**config.mk**
```make
export PLATFORM = sky130hd
export DESIGN_NAME = regfile16x16_flat
export DESIGN_NICKNAME = d
export VERILOG_FILES = /design/src/rtl/regfile16x16_pkg.sv /design/src/rtl/regfile16x16_if.sv /design/src/rtl/regfile_read_mux.sv /design/src/rtl/regfile16x16.sv /design/src/flat_wrapper.sv
export SDC_FILE = /design/constraint.sdc
export NUM_CORES = 1
export LEC_CHECK = 0
export BUFFER_PORTS_ARGS = -buffer_cell sky130_fd_sc_hd__buf_2
export CORE_ASPECT_RATIO = 0.75
export CORE_MARGIN = 2
export CORE_UTILIZATION = 55
export DETAILED_ROUTE_END_ITERATION = 7
export PLACE_DENSITY = 0.8
export SLEW_MARGIN = 20
export SYNTH_ARGS = -nofsm -noshare
export SYNTH_HDL_FRONTEND = slang
export SYNTH_SLANG_ARGS = --single-unit
```
**constraint.sdc**
```tcl
create_clock -name clk -period 17.19 [get_ports clk]
set_clock_uncertainty 0.15 [all_clocks]
set_input_delay 0.8595 -clock clk [delete_from_list [all_inputs] [get_ports clk]]
set_output_delay 0.8595 -clock clk [all_outputs]
set_load 0.05 [all_outputs]
```
**src/rtl/regfile16x16_pkg.sv**
```systemverilog
// Shared sizing and reset constants for the 16x16 register file.
package regfile16x16_pkg;

  localparam int unsigned REG_W   = 16;
  localparam int unsigned REG_CNT = 16;
  localparam int unsigned ADDR_W  = 4;
  localparam int unsigned R4_IDX  = 4;
  localparam logic [REG_W-1:0] R4_RESET = 16'h0003;

endpackage

```
**src/rtl/regfile16x16_if.sv**
```systemverilog
// Register-file access bus: two read ports (A, B) and one write port (C).
interface regfile16x16_if
  import regfile16x16_pkg::*;
#(
  parameter int unsigned WIDTH = REG_W
);

  logic [ADDR_W-1:0] Aaddr;
  logic [ADDR_W-1:0] Baddr;
  logic [ADDR_W-1:0] Caddr;
  logic [WIDTH-1:0]  C;
  logic              Load;
  logic [WIDTH-1:0]  A;
  logic [WIDTH-1:0]  B;

  modport master (
    output Aaddr, Baddr, Caddr, C, Load,
    input  A, B
  );

  modport slave (
    input  Aaddr, Baddr, Caddr, C, Load,
    output A, B
  );

endinterface

```
**src/rtl/regfile_read_mux.sv**
```systemverilog
// 16:1 combinational read select, one per read port.
module regfile_read_mux
  import regfile16x16_pkg::*;
#(
  parameter int unsigned WIDTH = REG_W
) (
  input  logic [REG_CNT-1:0][WIDTH-1:0] d,
  input  logic [ADDR_W-1:0]             sel,
  output logic [WIDTH-1:0]              q
);

  always_comb begin
    q = d[sel];
  end

endmodule

```
**src/rtl/regfile16x16.sv**
```systemverilog
// 16 x WIDTH register file: two combinational read ports, one synchronous write port,
// asynchronous Clear with R4 resetting to a non-zero constant.
module regfile16x16
  import regfile16x16_pkg::*;
#(
  parameter int unsigned      WIDTH    = REG_W,
  parameter logic [WIDTH-1:0] R4_RESET = WIDTH'(regfile16x16_pkg::R4_RESET)
) (
  input  logic          clk,
  input  logic          Clear,
  regfile16x16_if.slave rf
);

  logic [REG_CNT-1:0][WIDTH-1:0] regs;
  logic [REG_CNT-1:0][WIDTH-1:0] regs_nxt;
  logic [REG_CNT-1:0]            wsel;

  always_comb begin
    wsel = '0;
    if (rf.Load) begin
      wsel[rf.Caddr] = 1'b1;
    end
  end

  always_comb begin
    regs_nxt = regs;
    for (int unsigned i = 0; i < REG_CNT; i++) begin
      regs_nxt[i] = wsel[i] ? rf.C : regs[i];
    end
  end

  always_ff @(posedge clk or posedge Clear) begin
    if (Clear) begin
      for (int unsigned i = 0; i < REG_CNT; i++) begin
        regs[i] <= (i == R4_IDX) ? R4_RESET : '0;
      end
    end else begin
      regs <= regs_nxt;
    end
  end

  // No write bypass: reads see stored contents, so a same-cycle write shows after the edge.
  regfile_read_mux #(.WIDTH(WIDTH)) u_mux_a (
    .d   (regs),
    .sel (rf.Aaddr),
    .q   (rf.A)
  );

  regfile_read_mux #(.WIDTH(WIDTH)) u_mux_b (
    .d   (regs),
    .sel (rf.Baddr),
    .q   (rf.B)
  );

endmodule

```
**src/flat_wrapper.sv**
```systemverilog
// flat-port wrapper written by rule: the top's interface ports become plain ports
module regfile16x16_flat import regfile16x16_pkg::*;
#(
  parameter int unsigned      WIDTH    = REG_W,
  parameter logic [WIDTH-1:0] R4_RESET = WIDTH'(regfile16x16_pkg::R4_RESET)
)
  (clk, Clear, rf_Aaddr, rf_Baddr, rf_Caddr, rf_C, rf_Load, rf_A, rf_B);
  regfile16x16_if #(.WIDTH(WIDTH)) rf_i ();
  input  logic clk;
  input  logic Clear;
  input wire logic [$bits(rf_i.Aaddr)-1:0] rf_Aaddr;
  input wire logic [$bits(rf_i.Baddr)-1:0] rf_Baddr;
  input wire logic [$bits(rf_i.Caddr)-1:0] rf_Caddr;
  input wire logic [$bits(rf_i.C)-1:0] rf_C;
  input wire logic [$bits(rf_i.Load)-1:0] rf_Load;
  output wire logic [$bits(rf_i.A)-1:0] rf_A;
  output wire logic [$bits(rf_i.B)-1:0] rf_B;
  assign rf_i.Aaddr = rf_Aaddr;
  assign rf_i.Baddr = rf_Baddr;
  assign rf_i.Caddr = rf_Caddr;
  assign rf_i.C = rf_C;
  assign rf_i.Load = rf_Load;
  assign rf_A = rf_i.A;
  assign rf_B = rf_i.B;
  regfile16x16 #(.WIDTH(WIDTH), .R4_RESET(R4_RESET)) u_core (.clk(clk), .Clear(Clear), .rf(rf_i));
endmodule
```
# Word-level counts from Yosys, hierarchy flattened
# Cells that the tools add are included.
# totals
word_cells	28
reg_bits	256
input_bits	31
output_inout_bits	32
# op_classes
magnitude_cmp	4
n_mux	7
reduce_logical	1
# op_table
op	n
$bmux W16 S4	2
$mux W16	3
$lt A4 B5 Y1 const B	3
$demux W1 S4	1
$ge A4 B1 Y1 const B	1
$logic_and A1 B1 Y1	1
$mux W1	1

# Logic depth before layout (Yosys ltp)
# logic_depth
ltp_word	5
ltp_mapped	5
depth_no_buf	3

# Modules after synthesis
# A second synthesis with hierarchy kept.
# unflattened
cells_unflattened	849
hier_area_um2	13459.2
# by_module_without_submodules
mod	cells_each	area_each_um2	seq_area_each_um2	instances
regfile16x16	575	9593.0	6408.6	1
regfile_read_mux	137	1933.1	0.0	2

# Least setup slack after synthesis
# No wires, ideal clock.
# synth_timing
path_type	input to output
startpoint	input rf_Aaddr[0]
endpoint	output rf_A[10]
t_arrival_ps	2386
n_path_buf	2
t_required_ps	16181
cell_stages	5
path_slack_ps	13794
cell_sequence	buf_2 > buf_2 > mux4_2 > a22oi_1 > nand2_1
# synth_via
elab_chain_cells	2
# synth_rtl
item	line_no	rtl
from (decl)	flat_wrapper.sv:11	input wire logic [$bits(rf_i.Aaddr)-1:0] rf_Aaddr;
$bmux W16 S4	regfile_read_mux.sv:13	q = d[sel];
$mux W16 (not written as such)	regfile_read_mux.sv:13	
to (decl)	flat_wrapper.sv:16	output wire logic [$bits(rf_i.A)-1:0] rf_A;
# Every way passes these cells. The select of a mux whose other input is x is not followed.

# Worst setup path in the final report
# layout_timing
startpoint	input rf_Baddr[0]
endpoint	output rf_B[8]
# layout_via
elab_chain_cells	2
# layout_rtl
item	line_no	rtl
from (decl)	flat_wrapper.sv:12	input wire logic [$bits(rf_i.Baddr)-1:0] rf_Baddr;
$bmux W16 S4	regfile_read_mux.sv:13	
$mux W16 (not written as such)	regfile_read_mux.sv:13	
to (decl)	flat_wrapper.sv:17	output wire logic [$bits(rf_i.B)-1:0] rf_B;
# Every way passes these cells. The select of a mux whose other input is x is not followed.

==> key figures <==
Outcome
  – Result of the run: finished clean

Global routing
  – Largest net degree at the start of global routing: 107
  – Initial antenna violation count: 0
  – Global-route wire length before repair: 50800 um
  – Aggregate global-route resource usage: 26.6%
  – Overflow after GRT: 0
  – Number of global-route vias before repair: 8535

Placed design
  – Half-perimeter wire length after detailed placement: 18300 um
  – Weighted congestion reported at the end of routability-driven placement: 0.752
  – Quantity of I/O buffers inserted on ports: 62
  – Placed cells: 1160

Synthesis
  – Sequential cell area fraction in the yosys report: 48.2%
  – Syn nets: 880
  – Leading post-synthesis cells by instance count: 254 x sky130_fd_sc_hd__dfrtp_1, 234 x sky130_fd_sc_hd__mux2_2, 128 x sky130_fd_sc_hd__mux4_2
  – Most frequently used cell type in the post-synthesis netlist: sky130_fd_sc_hd__dfrtp_1
  – Distinct cell type count of the synthesized netlist: 19
  – Combined area of all synthesized cells: 0.0133 mm^2
  – Count of flip-flops with a built-in enable after synthesis: 0
  – Most area-hungry cell type in the Yosys netlist: sky130_fd_sc_hd__dfrtp_1
  – Predominant post-synthesis flop cell: sky130_fd_sc_hd__dfrtp_1
  – Top post-synthesis cells by area: sky130_fd_sc_hd__dfrtp_1 48%, sky130_fd_sc_hd__mux4_2 22%, sky130_fd_sc_hd__mux2_2 20%
  – Share of synthesized flip-flops with an asynchronous set or reset: 100%
  – Number of synthesis warnings: 0
  – Synthesis-stage register bit count: 256
  – Area share of the largest cell type after synthesis: 47.8%
  – Number of instances in the synthesized netlist: 849
  – Post-synthesis area per instance: 15.7 um^2

Layout
  – Layout cells sized above 1: 56.1%
  – Register area: 0.00641 mm^2
  – Layout-stage area growth over the synthesis result: 10.4%
  – Regs by FF count: u_core.regs (256)
  – Total area of multi-input combinational cells: 0.00658 mm^2
  – Total Nets Final: 913
  – Max reg flops: 256
  – Number of diodes: 0
  – Register with the most flip-flops: u_core.regs
  – Layout Cells excl Fill: 1204
  – Layout filler cell count: 1733

Hold path
  – Type of the worst min-delay path: in -> async

STA
  – Worst Tran Pin Value: 1.14 ns
  – Fraction of the cycle the final worst path needs: 24.7%
  – Achievable frequency: 0.235 GHz
  – Unrepaired setup endpoints after global routing: no
  – Count of final setup violators: 0
  – Relative slew slack: 23.7%
  – Post-route minimum period: 4.25 ns
  – Summed negative setup slack over all endpoints: 0 ns
  – Final number of hold-violating endpoints: 0
  – Max-slew violation count: 0

Power and ir drop
  – Largest vdd supply drop: 0.0000828 V
  – Ratio of total power to cell area: 127 mW/mm^2
  – Leakage power: 6.16 nW

Run
  – Number of max-cap violations: 0

Route
  – Post-detailed-route DRC marker count: 0
  – Drt first-iter violations: 820
  – Count of TritonRoute iterations in the first routing pass: 5
  – Detailed-route wire length: 33000 um
  – Via count: 8178
  – WL per Instance: 27.4 um
  – Vias per Instance: 6.79
  – Number of routed nets with antenna violations: 0

Floorplanning
  – Core area: 0.0238 mm^2
  – Y dimension of the die: 139 um
  – Die Footprint: 0.0254 mm^2
  – Cell row count: 49
  – Effective utilization at floorplan: 55.8%
  – I/O pin count: 63
  – Width of the die: 184 um

Clocking
  – Reg clk slew, reported paths: 0.06 ns
  – Total of cells resized after clock tree synthesis: 0
  – Inserted Clock Buffers: 25
  – CTS Hold Buffers Added: 0
  – Clock sink total: 256
  – Worst-skew pair later-pin latency: 0.51 ns
  – CTS tree: yes
  – CTS Root Cell: sky130_fd_sc_hd__clkbuf_16
  – Number of buffers inserted by post-CTS setup repair: 0
  – CTS max path bufs: 3
  – H-tree Lvls: 1

Critical path
  – Category of cells accounting for the largest share of critical-path delay: buffers and inverters
  – Largest stage delay, worst path: 0.77 ns
  – Crit. End Element: output pin
  – Slowest stage cell on the critical path: sky130_fd_sc_hd__buf_4
  – Critical Path AT: 3.24 ns
  – Count of buffer and inverter cells on the critical path: 3
  – Most frequent cell on the critical path: sky130_fd_sc_hd__buf_4
  – Maximum fanout count along the critical path: 42
  – Endpoint required time on the critical path: 16.18 ns
  – Cells traversed along the worst timing path: buf_4 > buf_4 > mux4_2 > a22oi_1 > nand2_1 > buf_2
  – Startpoint Class: primary input
  – Path type of the worst setup path: in -> out
[path summary, 6_finish.rpt]
| path | from | to | slack, ns | depth (start not counted) |
|---|---|---|---|---|
| max | rf_Baddr[0] | rf_B[8] | 12.94 | 6 |
| min | Clear | u_core.regs[74] | 0.31 | 2 |
| max reg2reg | u_core.regs[129] | u_core.regs[129] | 16.21 | 1 |
| min in group clk | u_core.regs[198] | u_core.regs[198] | 0.36 | 1 |
| max in group asynchronous | Clear | u_core.regs[241] | 15.09 | 3 |
| min reg2reg | u_core.regs[198] | u_core.regs[198] | 0.36 | 1 |
[metrics by stage]
stage / hold slack (ns) / total power, mW / cell area [um^2] / setup WS, ns / util [%]
floorplan: 0.326 / 1.21 / 13300 / 9.14 / -
global placement: 0.343 / 1.29 / 13900 / 12.92 / 58.1
detailed placement: 0.353 / 1.32 / 13900 / 12.90 / 58.2
CTS: 0.344 / 1.86 / 14700 / 12.90 / 61.5
global route: 0.372 / 1.94 / 14700 / 12.71 / 61.6
finish: 0.314 / 1.86 / 14700 / 12.94 / 61.6
[area by class of cell]
class / count / share of cell area [%]
Clock buffer: 35 / 4.72
Clock inverter: 8 / 0.631
Inverter: 1 / 0.0767
Multi-Input combinational cell: 512 / 44.8
Sequential cell: 256 / 43.7
Tap cell: 306 / 2.61
Timing Repair Buffer: 86 / 3.46
[placed cells by master, fill, tap and decap left out, types with 3 or more instances in the layout]
cell and n:
sky130_fd_sc_hd__nand2b_1 5, sky130_fd_sc_hd__dfrtp_1 254, sky130_fd_sc_hd__buf_2 60, sky130_fd_sc_hd__buf_4 25
sky130_fd_sc_hd__clkbuf_1 7, sky130_fd_sc_hd__nor2_2 9, sky130_fd_sc_hd__mux4_2 128, sky130_fd_sc_hd__mux2_2 234
sky130_fd_sc_hd__mux2_1 22, sky130_fd_sc_hd__clkinv_2 5, sky130_fd_sc_hd__nand2_1 33, sky130_fd_sc_hd__clkbuf_16 25
sky130_fd_sc_hd__nor2b_2 5, sky130_fd_sc_hd__a22oi_1 64, sky130_fd_sc_hd__clkbuf_8 3
[logic make-up (layout without fill, tap and decap cells)]
group | count (synthesis) | count (layout) | synth area share [%]
flops | 256 | 256 | 48.2
simple gates | 64 | 64 | 2.20
compound gates | 64 | 64 | 3.61
buf+inv | 81 | 130 | 2.63
mux | 384 | 384 | 43.4
[where the power goes]
part / switching, mW / total [mW] / internal [mW]
Sequential: 0.104 / 0.848 / 0.745
Clock: 0.230 / 0.540 / 0.310
Combinational: 0.211 / 0.469 / 0.257
Total: 0.545 / 1.86 / 1.31
[layer usage]
| metal | vias to the layer above | track usage, % | wire (um) | part of all wire, % |
|---|---|---|---|---|
| met4 | 0 | 8.29 | 987 | 3.0 |
| met2 | 340 | 42.5 | 16200 | 49 |
| met5 | - | 0 | 0 | 0 |
| met1 | 4376 | 37.7 | 13500 | 41 |
| li1 | 3387 | - | - | - |
| met3 | 75 | 4.52 | 2270 | 6.9 |
Power figures use the tool's default switching activity.
